## config.mk

```make
export PLATFORM = sky130hd
export DESIGN_NAME = demux4_reg
export DESIGN_NICKNAME = d
export VERILOG_FILES = /design/src/rtl/demux4_reg.sv
export SDC_FILE = /design/constraint.sdc
export NUM_CORES = 1
export LEC_CHECK = 0
export CORE_UTILIZATION = 49
export DETAILED_ROUTE_END_ITERATION = 10
export GPL_ROUTABILITY_DRIVEN = 0
export MAX_ROUTING_LAYER = met4
export PLACE_DENSITY_LB_ADDON = 0.25
export SYNTH_ARGS = -nofsm -noshare
export SYNTH_HDL_FRONTEND = slang
export SYNTH_SLANG_ARGS = --single-unit
```

## constraint.sdc

```tcl
create_clock -name clk -period 6.1 [get_ports clk]
set_clock_uncertainty 0.2 [all_clocks]
set_input_delay 1.22 -clock clk [delete_from_list [all_inputs] [get_ports clk]]
set_output_delay 1.22 -clock clk [all_outputs]
set_load 0.05 [all_outputs]
```

## src/rtl/demux4_reg.sv

```systemverilog
// demux4_reg: 1:4 registered demux, valid/ready, 1-cycle latency; in_ready = selected lane free (or reset),
// lanes drain independently; optional stall counter under DEMUX4_PERF_EN.
module demux4_reg #(
  parameter int WIDTH = 64
) (
  input  logic             clk,
  input  logic             reset,
  input  logic [WIDTH-1:0] in_data,
  input  logic [1:0]       sel,
  input  logic             in_valid,
  output logic             in_ready,
  output logic [WIDTH-1:0] o0,
  output logic [WIDTH-1:0] o1,
  output logic [WIDTH-1:0] o2,
  output logic [WIDTH-1:0] o3,
  output logic [3:0]       out_valid,
  input  logic [3:0]       out_ready
`ifdef DEMUX4_PERF_EN
  ,
  output logic [15:0]      stall_cnt
`endif
);

  logic [WIDTH-1:0] r_data [4];
  logic [3:0]       r_vld;
  logic [3:0]       w_free;
  logic [3:0]       w_load;
  logic             w_fire;

  assign w_free   = ~r_vld | out_ready;
  // Offers made during reset see ready but are discarded by the reset branch below.
  assign in_ready = reset | w_free[sel];
  assign w_fire   = in_valid & in_ready;
  assign w_load   = w_fire ? (4'b0001 << sel) : 4'b0000;

  always_ff @(posedge clk) begin
    if (reset) begin
      r_vld <= 4'b0000;
      for (int k = 0; k < 4; k++) begin
        r_data[k] <= '0;
      end
    end else begin
      for (int k = 0; k < 4; k++) begin
        if (w_load[k]) begin
          r_data[k] <= in_data;
          r_vld[k]  <= 1'b1;
        end else if (out_ready[k]) begin
          r_vld[k]  <= 1'b0;
        end
      end
    end
  end

  assign o0        = r_data[0];
  assign o1        = r_data[1];
  assign o2        = r_data[2];
  assign o3        = r_data[3];
  assign out_valid = r_vld;

`ifdef DEMUX4_PERF_EN
  logic [15:0] r_stall_cnt;
  logic        w_stall;

  assign w_stall = in_valid & ~in_ready;

  always_ff @(posedge clk) begin
    if (reset) begin
      r_stall_cnt <= 16'h0000;
    end else if (w_stall && (r_stall_cnt != 16'hFFFF)) begin
      r_stall_cnt <= r_stall_cnt + 16'h0001;
    end
  end

  assign stall_cnt = r_stall_cnt;
`endif

endmodule

```

# After elaboration in Yosys (flattened, before gate mapping)
# Memories as Yosys holds them, arrays and structs flattened.
# Cells that the tools add are included.
# op_classes
muxes	29
shifts	1
n_bitwise	8
reduce_logical	4
order_cmp	1
# ops
op	n
64-bit two-way mux	4
1-bit two-way mux	23
2-bit nonzero test	4
1-bit OR	5
4-bit two-way mux	1
4-bit inverter	1
4-bit OR	1
1-bit by 2-bit left shift with 4-bit output (first input constant)	1
2-bit by 3-bit < comparator with 1-bit output (second input constant)	1
1-bit binary-select mux with 2-bit select	1
1-bit bitwise AND	1
# word_totals
ramBits	256
output_inout_bits	261
n_memories	1
ff_bits	4
elab_cells	48
in_bits	73
# mem_list
memory	depth	width	rd	rd_clocked_by_memory_dff	write_ports	line	source
r_data	4	64	4	0	4	24	logic [WIDTH-1:0] r_data [4];

# Depth between registers and ports, before layout
# Gate-level depths: netlist of run 1.
# logic_depth
depth_word	11
depth_mapped	5
ltp_nobuf	3

# Worst setup path before layout of run 1
# Ideal clock, no wire load.
# synth_timing
path_kind	input port to output port
from	input sel[1]
to	output in_ready
stages	2
t_arrival_ns	3.250
path_buffers	1
required_ns	4.680
setup_slack_ns	1.430
cell_sequence	buf_4 o311ai_0
# synth_via
elab_chain_len	3
# synth_rtl
element	line	source
start: declaration	9	input logic [1:0] sel,
1-bit binary-select mux with 2-bit select	32	assign in_ready = reset | w_free[sel];
1-bit two-way mux (implied by the code)	32	
1-bit OR	32	
end: declaration	11	output logic in_ready,
# No other way between the ends. The select of a mux whose other input is x is not followed.

# Worst setup path in the final report of run 1
# layout_timing
from	input sel[0]
to	output in_ready
# The elaborated chain is that of the path after synthesis.

==> results of run 1 <==
-- final cells by class --
type | count | area (sq um)
Inverter | 1 | 3.75
Tap cell | 265 | 332
Sequential cell | 260 | 7770
Timing Repair Buffer | 341 | 3390
Fill cell | 1225 | 5260
Clock buffer | 31 | 691
Clock inverter | 18 | 191
Multi-Input combinational cell | 286 | 1950
-- worst min-delay path: cells and delay by family (launching register included) --
kind             cells  cell delay, ps
AO/OA/AOI/OAI        1              80
flip-flops           1             330
AND/OR/NAND/NOR      1             140
-- registers in the layout, summed over array words and instances (netlist names) --
name and count:
out_valid 4, r_data 256
-- metal layers --
layer | global-route usage [%] | wire length [um]
met4 | 8.29 | 658
met2 | 38.9 | 11700
met1 | 27.9 | 9180
met5 | - | 0
met3 | 8.63 | 2660
-- where the power goes --
group	internal (mW)	switching [mW]	leakage (nW)
sequential	2.05	0.0244	2.79
clock	0.979	0.661	0.425
combinational	0.192	0.418	2.18
total	3.22	1.10	5.39
-- cells by family after synthesis --
family | Yosys count | synth area share (%)
AOI/OAI and AO/OA | 11 | 0.802
and+or+nand+nor | 275 | 18.9
DFF | 260 | 79.0
buffers and inverters | 28 | 1.30
-- metrics by stage --
stage	util (%)	power, mW	worst slack [ps]
finish	73.1	4.32	1340
global route	73.1	4.45	1250
CTS	73.1	4.35	1360
detailed placement	68.6	2.72	1370
global placement	68.6	2.71	1430
floorplan	-	2.47	1430
-- path summary, 6_finish.rpt --
kind / end / slack [ps] / cells past startpoint
min reg2reg: out_valid[3] / 400 / 2
min: out_valid[3] / 400 / 2
max: in_ready / 1340 / 5
max reg2reg: r_data[0][48] / 3750 / 4
-- cell usage in the layout, fill, tap and decap left out, drive strengths merged, types with 3 or more instances in the layout --
master           n
a21oi            5
and2           256
buf              8
bufinv           4
clkbuf          31
clkdlybuf4s50  333
clkinv          11
dfxtp            4
edfxtp         256
nand2b           4
nor2             3
nor2b            3
==> metrics, run 1 <==
Final #Nets=990; fin cells=1202; Worst R2R Start=out_valid[0]; drt total wl=24.2 mm; CP endpoint kind=primary output; vias in the first global route=6125; status=finished clean; DRC=0; final hold vios=0; core area=19600 sq um; die height=144 um; Yosys top cell by area=edfxtp_1; Synth top area share=78.2%; final slew viol count=0; worst min-delay path class=reg -> reg; Post-DP HPWL=15.6 mm; CTS tree=done; Syn Nets=647; Synth Flop Type=edfxtp_1; I/O pin cnt=334; Tcrit/Tclk final=78.0%; Root Buffer=clkbuf_16; flops & latches, synth=260; Final ANT Viol Nets=0; area grow syn2layout=45.8%; DR pass1 iterations=4; most common cell in the netlist=edfxtp_1; final hold slack=396 ps; min Tclk post-route=4760 ps; initial antenna violation count=0; Total Die Area=20600 sq um; layout cell share with drive strength beyond 1=12.7%; yosys warns=0; worst skew pair latency=approximately 520 ps; FMAX=210 MHz; Critical Path Slowest Stage Cell=clkdlybuf4s50_1; Starting Density=roughly half; top post-synthesis cells by area=edfxtp_1, and2_1, and2_2; Finish-stage setup viols=0; CP max FO=11; asr flop ratio synth=0%; clock tree buffer depth=3; CP Class=in -> out; crit-path most repeated cell=clkdlybuf4s50_1; routed len/inst=20.2 um; CP startpoint=sel[0]; crit-path cells=clkdlybuf4s50_1 -> and2b_2 -> a21oi_1 -> o311ai_0 -> clkdlybuf4s50_1; commonest cells in the netlist=edfxtp_1, and2_1, and2_2, clkbuf_1, clkbuf_2; Placed Cells=1153; CTS clk-pin slew, worst paths=60 ps; RSZ-0062 raised after global routing=no; Cell Pwr Density=302 nW/um^2; global-route wire length before repair=35.5 mm; final instance area=roughly 14000 sq um; Worst slew margin=27.6%; Gate Count Post-Synth=approximately 570; Vias=5981; input/output buffers=~330; Avg Vias per Cell=4.98; Max-Cap Viols=0; setup bufs post-CTS=0; Hold-fix buffers, CTS=0; post-synthesis sequential area ratio=79.0%; H-tree depth=1; Critical Path AT=3340 ps; Antenna Cells=0; CTS resizes=0; Synth cell types=26; Die W=144 um; HP Start=out_valid[3]; startpoint class of the critical path=input port; Worst-Margin Slew=1090 ps; Mapped Avg Cell Area=between 15 and 20 sq um; Num CTS Buffers=27; Setup TNS Final=0 ps; largest net degree at the start of global routing=65; Clock Sink Count=260; highest ir drop seen on vdd=0.232 mV; slowest stage delay, CP=750 ps; Area after DPL=13400 sq um; WP data required=approximately 4700 ps; Worst Path Buf+Inv=2; gr usage total=about a quarter; GRT overflow=0; family with the most delay on the worst path=buffers and inverters; Leak=5.39 nW; area of the mapped netlist=9830 sq um; row count=51; Initial DRC Count=297; EDFF count, synth=256
(Power assumes the default switching activity.)
==> run 2, diff against run 1 <==
CORE_UTILIZATION = 41   (was 49)
clock period = 4.01 ns   (was 6.1 ns; I/O delays follow)
==> metrics, run 2 (synthesis gave the netlist of run 1 again) <==
Area after DPL=13600 sq um (+1.2%); CP max FO=11 (unchanged); worst min-delay path class=reg -> reg; Die W=157 um (+9.2%); FF-to-FF End=r_data[1][52]; Critical Path Slowest Stage Cell=clkdlybuf4s50_1; input/output buffers=333 (unchanged); HP Start=out_valid[3]; largest net degree at the start of global routing=65 (unchanged); hold path depth=2 (unchanged); worst skew pair latency=520 ps (about the same); Final ANT Viol Nets=0 (unchanged); Worst R2R Start=out_valid[1]; final slew viol count=0 (unchanged); Worst slew margin=52.2% (+25 points); Vias=5863 (-2.0%); highest ir drop seen on vdd=0.328 mV (+41%); gr usage total=20.7% (-3.4 points); Final #Nets=996 (+0.61%); Total Die Area=24600 sq um (+19%); Num CTS Buffers=27 (unchanged); drt total wl=24.8 mm (+2.5%); clock tree buffer depth=3 (unchanged); fin cells=1262 (+5.0%); Worst-Margin Slew=718 ps (-369 ps); final instance area=14500 sq um (+0.98%); Final Total Pwr=6.50 mW (+50%); Placed Cells=1213 (+5.2%); row count=56 (+9.8%); Hold-fix buffers, CTS=0 (unchanged); core area=23500 sq um (+20%); Hold Crit Endpoint=out_valid[3]; Worst Path Buf+Inv=2 (unchanged); Initial DRC Count=229 (-23%); CTS tree=done; WP data required=3010 ps (-1670 ps); Clock Sink Count=260 (unchanged); slowest stage delay, CP=740 ps (about the same); die height=157 um (+9.2%); setup bufs post-CTS=0 (unchanged); DRC=0 (unchanged); I/O pin cnt=334 (unchanged); most frequent cells in the layout=clkdlybuf4s50_1, edfxtp_1, and2_1; Leak=5.43 nW (+0.67%); Largest register FFs=256 (unchanged); Avg Vias per Cell=4.65 (-6.6%); Critical Path AT=2350 ps (-990 ps); fill count=1771 (+45%); final hold vios=0 (unchanged); initial antenna violation count=1 (+1); CP endpoint kind=primary output; min Tclk post-route=3350 ps; Root Buffer=clkbuf_16; Reg with most FFs=r_data; Max-Cap Viols=0 (unchanged); RSZ-0062 raised after global routing=no; Reg2Reg Setup Slack=2050 ps (-1700 ps); DR pass1 iterations=5 (+1); Setup TNS Final=0 ps (unchanged); Finish-stage setup viols=0 (unchanged); area grow syn2layout=47.2%; Post-DP HPWL=15.8 mm (+1.3%); vias in the first global route=5966 (-2.6%); CP Class=in -> out; reg2reg path depth=4 (unchanged); family with the most delay on the worst path=buffers and inverters; Starting Density=41.9% (-8.3 points); Cell Pwr Density=449 nW/um^2 (+49%); crit-path cells=clkdlybuf4s50_1 -> and2b_2 -> a21oi_1 -> o311ai_0 -> buf_4; layout cell share with drive strength beyond 1=13.3% (+0.57 points); GRT overflow=0 (unchanged); Tcrit/Tclk final=83.6%; global-route wire length before repair=36.2 mm (+2.0%); H-tree depth=1 (unchanged); routed len/inst=19.7 um (-2.4%); status=finished clean; CTS clk-pin slew, worst paths=60 ps (about the same); startpoint class of the critical path=input port; most common cell after layout, fill and taps aside=clkdlybuf4s50_1; CTS resizes=0 (unchanged); FMAX=298 MHz
run 2: worst max-delay path by stage:
stage / startpoint / to / slack (ps) / cells after the start
CTS: sel[0] / in_ready / 680 / 5
floorplan: sel[1] / in_ready / 180 / 2
global route: sel[0] / in_ready / 610 / 5
detailed placement: sel[0] / in_ready / 670 / 5
finish: sel[0] / in_ready / 660 / 5
global placement: sel[0] / in_ready / 680 / 5
run 2: final cells by class:
cell class	count	area [sq um]	area share [%]
flip-flops and latches	260	7770	53.7
repair buffers	347	3490	24.1
multi-input cells	286	1960	13.5
clock buffers	39	761	5.26
well taps	319	399	2.76
clock inverters	9	92.6	0.640
inverters	1	3.75	0.0259
diodes	1	2.50	0.0173
run 2: layer usage:
layer,routed length (um),vias to the layer above,GRT usage (%),share of wire (%)
li1,-,2722,-,-
met1,9450,2827,23.2,38
met2,12000,273,34.1,48
met3,2830,41,8.50,11
met4,554,0,5.74,2.2
met5,0,-,-,0
run 2: worst min-delay path, delay by kind of cell (launching register included):
family          cells  cell delay (ps)
compound gates      1               80
flops               1              320
simple gates        1              120
run 2: metrics by stage:
| step | utilization (%) | hold WS, ps | worst slack, ps |
|---|---|---|---|
| 2_1_floorplan | - | 558 | 176 |
| 3_3_place_gp | 58.0 | 360 | 681 |
| 3_5_place_dp | 58.0 | 367 | 670 |
| 4_1_cts | 61.6 | 376 | 679 |
| 5_1_grt | 61.6 | 423 | 610 |
| 6_report | 61.6 | 367 | 659 |
run 2: report_power, final:
group / leakage [nW] / internal [mW] / switching [mW]
logic: 2.23 / 0.302 / 0.643
clock network: 0.413 / 1.43 / 0.969
registers: 2.79 / 3.12 / 0.0346
total: 5.43 / 4.85 / 1.65
